## src/rtl/mips_ctrl_pkg.sv

```systemverilog
// Shared encodings for the multicycle MIPS main control and ALU control decoder.
// Optional addi support is enabled with MIPS_CTRL_ADDI_EN.
package mips_ctrl_pkg;

  localparam logic [3:0] ST_IDLE    = 4'd0;
  localparam logic [3:0] ST_FETCH   = 4'd1;
  localparam logic [3:0] ST_DECODE  = 4'd2;
  localparam logic [3:0] ST_MEMADR  = 4'd3;
  localparam logic [3:0] ST_MEMRD   = 4'd4;
  localparam logic [3:0] ST_MEMWB   = 4'd5;
  localparam logic [3:0] ST_MEMWR   = 4'd6;
  localparam logic [3:0] ST_EXEC    = 4'd7;
  localparam logic [3:0] ST_RWB     = 4'd8;
  localparam logic [3:0] ST_BRANCH  = 4'd9;
  localparam logic [3:0] ST_JUMP    = 4'd10;
  localparam logic [3:0] ST_ADDI_EX = 4'd11;
  localparam logic [3:0] ST_ADDI_WB = 4'd12;

  typedef enum logic [3:0] {
    S_IDLE    = ST_IDLE,
    S_FETCH   = ST_FETCH,
    S_DECODE  = ST_DECODE,
    S_MEMADR  = ST_MEMADR,
    S_MEMRD   = ST_MEMRD,
    S_MEMWB   = ST_MEMWB,
    S_MEMWR   = ST_MEMWR,
    S_EXEC    = ST_EXEC,
    S_RWB     = ST_RWB,
    S_BRANCH  = ST_BRANCH,
    S_JUMP    = ST_JUMP
`ifdef MIPS_CTRL_ADDI_EN
    ,
    S_ADDI_EX = ST_ADDI_EX,
    S_ADDI_WB = ST_ADDI_WB
`endif
  } state_e;

  localparam logic [5:0] OP_R    = 6'b000000;
  localparam logic [5:0] OP_LW   = 6'b100011;
  localparam logic [5:0] OP_SW   = 6'b101011;
  localparam logic [5:0] OP_BEQ  = 6'b000100;
  localparam logic [5:0] OP_J    = 6'b000010;
  localparam logic [5:0] OP_ADDI = 6'b001000;

  // ALUOp is also consumed by the ALU control decoder; keep these in sync there.
  localparam logic [1:0] ALUOP_ADD   = 2'b00;
  localparam logic [1:0] ALUOP_SUB   = 2'b01;
  localparam logic [1:0] ALUOP_FUNCT = 2'b10;

  localparam logic [1:0] SRCB_REG    = 2'b00;
  localparam logic [1:0] SRCB_FOUR   = 2'b01;
  localparam logic [1:0] SRCB_IMM    = 2'b10;
  localparam logic [1:0] SRCB_IMMSH2 = 2'b11;

  localparam logic [1:0] PCSRC_ALU    = 2'b00;
  localparam logic [1:0] PCSRC_ALUOUT = 2'b01;
  localparam logic [1:0] PCSRC_JUMP   = 2'b10;

  typedef struct packed {
    logic       pc_write;
    logic       pc_write_cond;
    logic       iord;
    logic       mem_read;
    logic       mem_write;
    logic       ir_write;
    logic       mem_to_reg;
    logic       reg_dst;
    logic       reg_write;
    logic       alu_src_a;
    logic [1:0] alu_src_b;
    logic [1:0] alu_op;
    logic [1:0] pc_source;
  } ctrl_t;

endpackage

```

## src/rtl/mips_ctrl_if.sv

```systemverilog
// Control <-> datapath bundle: instruction/memory status in, enables and selects out.
interface mips_ctrl_if #(parameter int STATE_W = 4);
  logic [5:0]         opcode;
  logic               mem_ready;
  logic               zero;
  logic               pc_write;
  logic               pc_write_cond;
  logic               iord;
  logic               mem_read;
  logic               mem_write;
  logic               ir_write;
  logic               mem_to_reg;
  logic               reg_dst;
  logic               reg_write;
  logic               alu_src_a;
  logic [1:0]         alu_src_b;
  logic [1:0]         alu_op;
  logic [1:0]         pc_source;
  logic               illegal_op;
  logic [STATE_W-1:0] state_dbg;

  modport master (
    input  opcode, mem_ready, zero,
    output pc_write, pc_write_cond, iord, mem_read, mem_write, ir_write,
           mem_to_reg, reg_dst, reg_write, alu_src_a, alu_src_b, alu_op,
           pc_source, illegal_op, state_dbg
  );

  modport slave (
    output opcode, mem_ready, zero,
    input  pc_write, pc_write_cond, iord, mem_read, mem_write, ir_write,
           mem_to_reg, reg_dst, reg_write, alu_src_a, alu_src_b, alu_op,
           pc_source, illegal_op, state_dbg
  );
endinterface

```

## src/rtl/mips_ctrl_decode.sv

```systemverilog
// Pure state -> control-vector decode for the multicycle main control.
// ADDI states are decoded only when MIPS_CTRL_ADDI_EN is defined.
module mips_ctrl_decode
  import mips_ctrl_pkg::*;
(
  input  state_e state,
  output ctrl_t  ctrl
);

  always_comb begin
    ctrl = '0;
    case (state)
      S_FETCH: begin
        // ir_write/pc_write are qualified by mem_ready in the top.
        ctrl.mem_read  = 1'b1;
        ctrl.ir_write  = 1'b1;
        ctrl.pc_write  = 1'b1;
        ctrl.alu_src_b = SRCB_FOUR;
        ctrl.alu_op    = ALUOP_ADD;
        ctrl.pc_source = PCSRC_ALU;
      end
      S_DECODE: begin
        ctrl.alu_src_b = SRCB_IMMSH2;
        ctrl.alu_op    = ALUOP_ADD;
      end
      S_MEMADR: begin
        ctrl.alu_src_a = 1'b1;
        ctrl.alu_src_b = SRCB_IMM;
        ctrl.alu_op    = ALUOP_ADD;
      end
      S_MEMRD: begin
        ctrl.mem_read = 1'b1;
        ctrl.iord     = 1'b1;
      end
      S_MEMWB: begin
        ctrl.reg_write  = 1'b1;
        ctrl.mem_to_reg = 1'b1;
      end
      S_MEMWR: begin
        ctrl.mem_write = 1'b1;
        ctrl.iord      = 1'b1;
      end
      S_EXEC: begin
        ctrl.alu_src_a = 1'b1;
        ctrl.alu_src_b = SRCB_REG;
        ctrl.alu_op    = ALUOP_FUNCT;
      end
      S_RWB: begin
        ctrl.reg_write = 1'b1;
        ctrl.reg_dst   = 1'b1;
      end
      S_BRANCH: begin
        ctrl.alu_src_a     = 1'b1;
        ctrl.alu_src_b     = SRCB_REG;
        ctrl.alu_op        = ALUOP_SUB;
        ctrl.pc_write_cond = 1'b1;
        ctrl.pc_source     = PCSRC_ALUOUT;
      end
      S_JUMP: begin
        ctrl.pc_write  = 1'b1;
        ctrl.pc_source = PCSRC_JUMP;
      end
`ifdef MIPS_CTRL_ADDI_EN
      S_ADDI_EX: begin
        ctrl.alu_src_a = 1'b1;
        ctrl.alu_src_b = SRCB_IMM;
        ctrl.alu_op    = ALUOP_ADD;
      end
      S_ADDI_WB: begin
        ctrl.reg_write = 1'b1;
      end
`endif
      default: ;
    endcase
  end

endmodule

```

## src/rtl/mips_multicycle_ctrl.sv

```systemverilog
// Main control FSM of the multicycle MIPS: state register, next-state and illegal-op pulse.
// Define MIPS_CTRL_ADDI_EN to add the ADDI_EX/ADDI_WB path for opcode 001000.
module mips_multicycle_ctrl
  import mips_ctrl_pkg::*;
#(
  parameter int STATE_W = 4
) (
  input  logic        clk,
  input  logic        rst_n,
  mips_ctrl_if.master cif
);

  state_e state;
  ctrl_t  dec;
  logic   illegal_q;
  logic   in_fetch;
  logic   unused_zero;

  // Branch resolution happens in the datapath through pc_write_cond.
  assign unused_zero = cif.zero;

  always_ff @(posedge clk or negedge rst_n) begin
    if (!rst_n) begin
      state     <= S_IDLE;
      illegal_q <= 1'b0;
    end else begin
      illegal_q <= 1'b0;
      case (state)
        S_IDLE:   state <= S_FETCH;
        S_FETCH:  if (cif.mem_ready) state <= S_DECODE;
        S_DECODE: begin
          case (cif.opcode)
            OP_LW, OP_SW: state <= S_MEMADR;
            OP_R:         state <= S_EXEC;
            OP_BEQ:       state <= S_BRANCH;
            OP_J:         state <= S_JUMP;
`ifdef MIPS_CTRL_ADDI_EN
            OP_ADDI:      state <= S_ADDI_EX;
`endif
            default: begin
              state     <= S_FETCH;
              illegal_q <= 1'b1;
            end
          endcase
        end
        S_MEMADR: state <= (cif.opcode == OP_SW) ? S_MEMWR : S_MEMRD;
        S_MEMRD:  if (cif.mem_ready) state <= S_MEMWB;
        S_MEMWB:  state <= S_FETCH;
        S_MEMWR:  if (cif.mem_ready) state <= S_FETCH;
        S_EXEC:   state <= S_RWB;
        S_RWB:    state <= S_FETCH;
        S_BRANCH: state <= S_FETCH;
        S_JUMP:   state <= S_FETCH;
`ifdef MIPS_CTRL_ADDI_EN
        S_ADDI_EX: state <= S_ADDI_WB;
        S_ADDI_WB: state <= S_FETCH;
`endif
        default:  state <= S_IDLE;
      endcase
    end
  end

  mips_ctrl_decode u_decode (
    .state (state),
    .ctrl  (dec)
  );

  // The fetch-side loads must wait for the memory to return the instruction.
  assign in_fetch = (state == S_FETCH);

  assign cif.pc_write      = dec.pc_write & (~in_fetch | cif.mem_ready);
  assign cif.ir_write      = dec.ir_write & (~in_fetch | cif.mem_ready);
  assign cif.pc_write_cond = dec.pc_write_cond;
  assign cif.iord          = dec.iord;
  assign cif.mem_read      = dec.mem_read;
  assign cif.mem_write     = dec.mem_write;
  assign cif.mem_to_reg    = dec.mem_to_reg;
  assign cif.reg_dst       = dec.reg_dst;
  assign cif.reg_write     = dec.reg_write;
  assign cif.alu_src_a     = dec.alu_src_a;
  assign cif.alu_src_b     = dec.alu_src_b;
  assign cif.alu_op        = dec.alu_op;
  assign cif.pc_source     = dec.pc_source;
  assign cif.illegal_op    = illegal_q;
  assign cif.state_dbg     = STATE_W'(state);

endmodule

```

## src/flat_wrapper.sv

```systemverilog
// flat-port wrapper written by rule: the top's interface ports become plain ports
module mips_multicycle_ctrl_flat import mips_ctrl_pkg::*;
#(
  parameter int STATE_W = 4
)
  (clk, rst_n, cif_opcode, cif_mem_ready, cif_zero, cif_pc_write, cif_pc_write_cond, cif_iord, cif_mem_read, cif_mem_write, cif_ir_write, cif_mem_to_reg, cif_reg_dst, cif_reg_write, cif_alu_src_a, cif_alu_src_b, cif_alu_op, cif_pc_source, cif_illegal_op, cif_state_dbg);
  mips_ctrl_if #(.STATE_W(STATE_W)) cif_i ();
  input  logic clk;
  input  logic rst_n;
  input wire logic [$bits(cif_i.opcode)-1:0] cif_opcode;
  input wire logic [$bits(cif_i.mem_ready)-1:0] cif_mem_ready;
  input wire logic [$bits(cif_i.zero)-1:0] cif_zero;
  output wire logic [$bits(cif_i.pc_write)-1:0] cif_pc_write;
  output wire logic [$bits(cif_i.pc_write_cond)-1:0] cif_pc_write_cond;
  output wire logic [$bits(cif_i.iord)-1:0] cif_iord;
  output wire logic [$bits(cif_i.mem_read)-1:0] cif_mem_read;
  output wire logic [$bits(cif_i.mem_write)-1:0] cif_mem_write;
  output wire logic [$bits(cif_i.ir_write)-1:0] cif_ir_write;
  output wire logic [$bits(cif_i.mem_to_reg)-1:0] cif_mem_to_reg;
  output wire logic [$bits(cif_i.reg_dst)-1:0] cif_reg_dst;
  output wire logic [$bits(cif_i.reg_write)-1:0] cif_reg_write;
  output wire logic [$bits(cif_i.alu_src_a)-1:0] cif_alu_src_a;
  output wire logic [$bits(cif_i.alu_src_b)-1:0] cif_alu_src_b;
  output wire logic [$bits(cif_i.alu_op)-1:0] cif_alu_op;
  output wire logic [$bits(cif_i.pc_source)-1:0] cif_pc_source;
  output wire logic [$bits(cif_i.illegal_op)-1:0] cif_illegal_op;
  output wire logic [$bits(cif_i.state_dbg)-1:0] cif_state_dbg;
  assign cif_i.opcode = cif_opcode;
  assign cif_i.mem_ready = cif_mem_ready;
  assign cif_i.zero = cif_zero;
  assign cif_pc_write = cif_i.pc_write;
  assign cif_pc_write_cond = cif_i.pc_write_cond;
  assign cif_iord = cif_i.iord;
  assign cif_mem_read = cif_i.mem_read;
  assign cif_mem_write = cif_i.mem_write;
  assign cif_ir_write = cif_i.ir_write;
  assign cif_mem_to_reg = cif_i.mem_to_reg;
  assign cif_reg_dst = cif_i.reg_dst;
  assign cif_reg_write = cif_i.reg_write;
  assign cif_alu_src_a = cif_i.alu_src_a;
  assign cif_alu_src_b = cif_i.alu_src_b;
  assign cif_alu_op = cif_i.alu_op;
  assign cif_pc_source = cif_i.pc_source;
  assign cif_illegal_op = cif_i.illegal_op;
  assign cif_state_dbg = cif_i.state_dbg;
  mips_multicycle_ctrl #(.STATE_W(STATE_W)) u_core (.clk(clk), .rst_n(rst_n), .cif(cif_i));
endmodule
```

## config.mk

```make
export PLATFORM = sky130hd
export DESIGN_NAME = mips_multicycle_ctrl_flat
export DESIGN_NICKNAME = d
export VERILOG_FILES = /design/src/rtl/mips_ctrl_pkg.sv /design/src/rtl/mips_ctrl_if.sv /design/src/rtl/mips_ctrl_decode.sv /design/src/rtl/mips_multicycle_ctrl.sv /design/src/flat_wrapper.sv
export SDC_FILE = /design/constraint.sdc
export NUM_CORES = 1
export LEC_CHECK = 0
export CAP_MARGIN = 20
export CORE_MARGIN = 2
export CORE_UTILIZATION = 31
export DETAILED_ROUTE_END_ITERATION = 8
export HOLD_SLACK_MARGIN = 0.03
export PLACE_DENSITY = 0.77
export SLEW_MARGIN = 30
export SYNTH_ARGS = -nofsm -noshare
export SYNTH_HDL_FRONTEND = slang
export SYNTH_SLANG_ARGS = --single-unit
```

## constraint.sdc

```tcl
create_clock -name clk -period 1.1 [get_ports clk]
set_input_delay 0.22 -clock clk [delete_from_list [all_inputs] [get_ports clk]]
set_output_delay 0.22 -clock clk [all_outputs]
set_load 0.02 [all_outputs]
```

# After elaboration in Yosys (flattened, before gate mapping)
# Index checks and enable logic that the tools add are counted.
dict set report op_classes {
  eq_ne 17
  n_mux 20
  bitwise_logic 4
  n_reduce_logical 11
}
# op count
set ops {}
lappend ops {{$pmux W4 S7} 1}
lappend ops {{$pmux W4 S5} 1}
lappend ops {{$eq A4 B3 Y1 const B} 4}
lappend ops {{$pmux W4 S4} 1}
lappend ops {{$eq A4 B4 Y1 const B} 3}
lappend ops {{$eq A6 B6 Y1 const B} 2}
lappend ops {{$mux W1} 12}
lappend ops {{$mux W4} 3}
lappend ops {{$reduce_or A2 Y1} 5}
lappend ops {{$reduce_or A5 Y1} 2}
lappend ops {{$eq A4 B2 Y1 const B} 2}
lappend ops {{$eq A6 B2 Y1 const B} 1}
lappend ops {{$eq A6 B3 Y1 const B} 1}
lappend ops {{$logic_not A6 Y1} 1}
lappend ops {{$ne A2 B2 Y1 const B} 3}
lappend ops {{$eq A4 B1 Y1 const B} 1}
lappend ops {{$logic_not A4 Y1} 1}
lappend ops {{$pmux W2 S2} 1}
lappend ops {{$reduce_and A3 Y1} 1}
lappend ops {{$reduce_or A3 Y1} 1}
lappend ops {{$and A1 B1 Y1} 2}
lappend ops {{$mux W2} 1}
lappend ops {{$not A1 Y1} 1}
lappend ops {{$or A1 B1 Y1} 1}
dict set report word_totals {
  ff_bits 5
  inputBits 10
  out_inout_bits 21
  wordCells 54
}

# Longest topological paths before layout
# Gate-level depths: netlist of the first run.
dict set report depth {
  word_depth 4
  depth_mapped 4
  mapped_depth_nobuf 3
}

# By module
# From an unflattened synthesis of the first run, not the netlist that was laid out.
dict set report unflattened {
  hier_cells 67
  area_unflattened_um2 543.0
}
# module instances cells_each area_per_inst_um2 seq_area_each_um2
set by_module_without_submodules {}
lappend by_module_without_submodules {mips_multicycle_ctrl 1 40 372.9 125.1}
lappend by_module_without_submodules {mips_ctrl_decode 1 27 170.2 0.0}

# Worst setup path before layout of the first run
# No wires, ideal clock.
dict set report synth_path {
  path_type {flip-flop to output port}
  startpoint {register u_core.state[2] (netlist: u_core.cif.state_dbg[2])}
  endpoint {output cif_reg_write}
  t_arrival_ps 1590
  required_ps 880
  setup_slack_ps -710
  path_stages_with_launch 5
  path_buffers 1
  cell_sequence {dfrtp_1 > buf_2 > nand2b_4 > nor3_1 > or2_1}
}
dict set report synth_between {
  elab_chain_cells 3
  word_cells_on_any_way 4
  classes_between {eq/ne (2); mux (1); reduce/logical (1)}
}
# item line_no
set synth_lines {}
lappend synth_lines {{from (decl)} mips_multicycle_ctrl.sv:13} ;# state_e state;
lappend synth_lines {{from (signal assigned)} mips_multicycle_ctrl.sv:46} ;# S_MEMADR: state <= (cif.opcode == OP_SW) ? S_MEMWR : S_MEMRD;
lappend synth_lines {{$eq A4 B3 Y1 / $eq A4 B4 Y1 (equally long branches)} mips_ctrl_decode.sv:12} ;# case (state)
lappend synth_lines {{$reduce_or A2 Y1 (no line) *} -}
lappend synth_lines {{$mux W1 *} mips_ctrl_decode.sv:12}
lappend synth_lines {{to (decl)} flat_wrapper.sv:21} ;# output wire logic [$bits(cif_i.reg_write)-1:0] cif_reg_write;
# Mark *: on every way between the ends. The rest lies on a longest branch, timed or not.

# Worst setup path in the final report of the first run
dict set report layout_path {
  startpoint {register u_core.state[1] (netlist: u_core.cif.state_dbg[1])}
  endpoint {output cif_reg_write}
}
# The elaborated chain is that of the path after synthesis.

==> out/summary.txt, run 1 <==
Final WS setup - -505.9 ps
Tot Pwr - 3.031 mW
final worst-path cycle share - 146.0%
CP startpoint kind - flip-flop
GRT Util Overall - 21.05%
Via density - 5.237
Final setup viols - 25
drt first pass iters - 4
root buffer cell - clkbuf_4
Slew HR - 77.99%
Initial Util - 32.52%
Sink Count - 5
Core Area - 1489 sq um
Post-Route WL - 2200 um
Max Cap Violations - 0
Post-Syn Instances - 63
die area - 1894 sq um
1st-iter DRT viols - 29
CTS tree - yes
Mapped Nets - 73
Synth top area share - 25.84%
failing checks - setup timing
Synth Area per Inst - 7.686 sq um
Die Ht - 43.52 um
Fillers - 94
gpl congestion - 0.9309
GRT overflow - 0
Slew Viols, Final - 0
status - finished with violations
dpl ws - -702.2 ps
# nets final - 134
post-synthesis sequential area ratio - 25.84%
Yosys reg bits - 5
clk_lat worst skew - 250 ps
pwr dens - 2452 nW/um^2
Clock Path Buffers - 2
Netlist Area Pre-Place - 484.2 sq um
Crit Path Class - flip-flop to primary output
DIE WIDTH - 43.52 um
setup TNS - -8122 ps
Worst-path clk slew - 50 ps
Netlist cell types - 34
Port Buf Inserts - 29
synth top area cells - dfrtp_1 (26%), nor2_1 (8.5%), nand2b_1 (5.2%)
first-pass GRT wire length - 2911 um
Residual DRC - 0
final clock skew - 4.317 ps
DR vias - 728
Req. time, crit path - 880 ps
H-tree levels - 1
Avg WL per Cell - 15.83 um
largest net degree at the start of global routing - 8
RSZ-0062 raised after global routing - yes
n_diodes - 0
Worst-Margin Slew - 328.3 ps
Area growth syn-to-layout - 155.3%
Critical Path AT - 1390 ps
Max VDD drop - 1.455 mV
Reg area - 130.1 sq um
DRT antenna net count - 0
Worst Setup End Kind - primary output
Inserted Clock Buffers - 3
Cell Rows - 14
layout cells sized above 1 - 70.73%
vias in the first global route - 637
I/O Pins - 31
Hold WC Path Type - input port to async pin
Synth area leader - dfrtp_1
Multi-input gate area - 474.2 sq um
Critical Path Fanout Max - 7
antenna violations before repair - 0
min cycle time layout - 1606 ps
Static Leak - 0.5563 nW
Post-DP HPWL - 1467 um
hold violation total from the final report - 0
Syn. warnings - 0
FMAX - 0.6227 GHz
## layout by cell type, fill, tap and decap left out, types with 2 or more instances in the layout
| cell type | synthesis | final |
|---|---|---|
| buf_2 | 3 | 2 |
| buf_4 | 1 | 20 |
| buf_6 | 0 | 29 |
| clkbuf_4 | 0 | 3 |
| clkdlybuf4s50_1 | 0 | 8 |
| dfrtp_2 | 0 | 4 |
| nand2_1 | 5 | 3 |
| nand2b_4 | 1 | 4 |
| nor2_1 | 11 | 3 |
| nor2_4 | 0 | 8 |
| o21a_1 | 2 | 2 |
| o21ai_1 | 0 | 2 |
| or2_4 | 0 | 2 |
## synth_stat cells
cell type / number
a21oi_1: 1
a22o_1: 1
o211ai_1: 1
nor2_1: 11
o21a_1: 2
and4_1: 1
nor3_1: 2
and3_1: 1
buf_4: 1
or2_2: 1
a32oi_1: 1
buf_2: 3
nor4_1: 1
or2_1: 1
o31ai_1: 1
nor2b_1: 1
nand2b_4: 1
o22ai_1: 1
xor2_1: 1
nor2_2: 1
xnor2_1: 1
inv_1: 2
nor3_2: 1
a221oi_2: 1
o21ai_0: 2
nand2_1: 5
a41o_1: 1
a31o_2: 1
and2b_1: 1
dfrtp_1: 5
nand2b_1: 4
o221ai_1: 1
and2_1: 2
a21boi_0: 2
## repair_timing
item,in CTS,in global routing
setup buffers,3,10
endpoints found under the setup margin,26,25
resized for setup,124,26
hold buffers,0,0
pin swaps,6,7
## flip-flops by register name, summed over array words and instances, names as in the netlist
name                   flops
u_core.cif.illegal_op      1
u_core.cif.state_dbg       4
## cell type report
| cell class | count | area share [%] |
|---|---|---|
| multi-input combinational | 52 | 38.36 |
| sequential | 5 | 10.53 |
| inverter | 2 | 0.6073 |
| timing repair buffer | 60 | 46.76 |
| clock buffer | 4 | 2.125 |
| tap | 16 | 1.619 |
## routing by layer
metal  wire length [um]  track usage (%)
met1                877            26.99
met2               1211            35.52
met3                 85            5.000
met4                 25            5.455
met5                  0                0
## logic make-up after synthesis
| family | synth area share [%] |
|---|---|
| flops | 25.84 |
| simple gates | 38.25 |
| compound gates | 26.10 |
| buf+inv | 6.202 |
| xor+xnor | 3.618 |
## metrics by stage
stage	hold slack (ps)	utilization, %	instance area (sq um)	std cells
5_1_grt	207.1	83.03	1236	139
3_5_place_dp	482.8	67.06	998.5	123
6_report	206.1	83.03	1236	139
4_1_cts	212.3	72.44	1079	130
2_1_floorplan	-75.59	-	586.8	63
3_3_place_gp	473.3	67.06	998.5	123
## path summary, 6_finish.rpt
kind / from / endpoint / slack [ps] / depth (start not counted)
min in group clk: cif_opcode[4] / u_core.cif.state_dbg[3]$_DFFE_PN0P_ / 680 / 3
hold / removal: rst_n / u_core.cif.state_dbg[1]$_DFFE_PN0P_ / 210 / 1
hold reg to reg: u_core.cif.state_dbg[3]$_DFFE_PN0P_ / u_core.cif.state_dbg[0]$_DFFE_PN0P_ / 770 / 3
setup / recovery: u_core.cif.state_dbg[1]$_DFFE_PN0P_ / cif_reg_write / -510 / 4
max in group asynchronous: rst_n / u_core.cif.state_dbg[3]$_DFFE_PN0P_ / 660 / 1
setup reg to reg: u_core.cif.state_dbg[1]$_DFFE_PN0P_ / u_core.cif.state_dbg[1]$_DFFE_PN0P_ / -280 / 5
## worst max-delay path: stages (launching register included)
cell and delay, ps:
dfrtp_2 450, nand2b_4 250, nor2_4 70, or2_4 230, buf_6 130
## where the power goes
| part | switching, mW | total, mW | leakage [nW] | internal (mW) |
|---|---|---|---|---|
| Clock | 0.0892 | 0.227 | 0.0150 | 0.138 |
| Combinational | 1.13 | 2.42 | 0.482 | 1.29 |
| Sequential | 0.132 | 0.384 | 0.0595 | 0.252 |
| Total | 1.35 | 3.03 | 0.556 | 1.69 |
(Power assumes the default switching activity.)
==> run 2, diff against run 1 <==
- ABC_CLOCK_PERIOD_IN_PS: default -> 1100
- SLEW_MARGIN: 30 -> default
==> results of run 2 <==
Same layout as run 1: the final DEF is identical, and so are final timing and power.
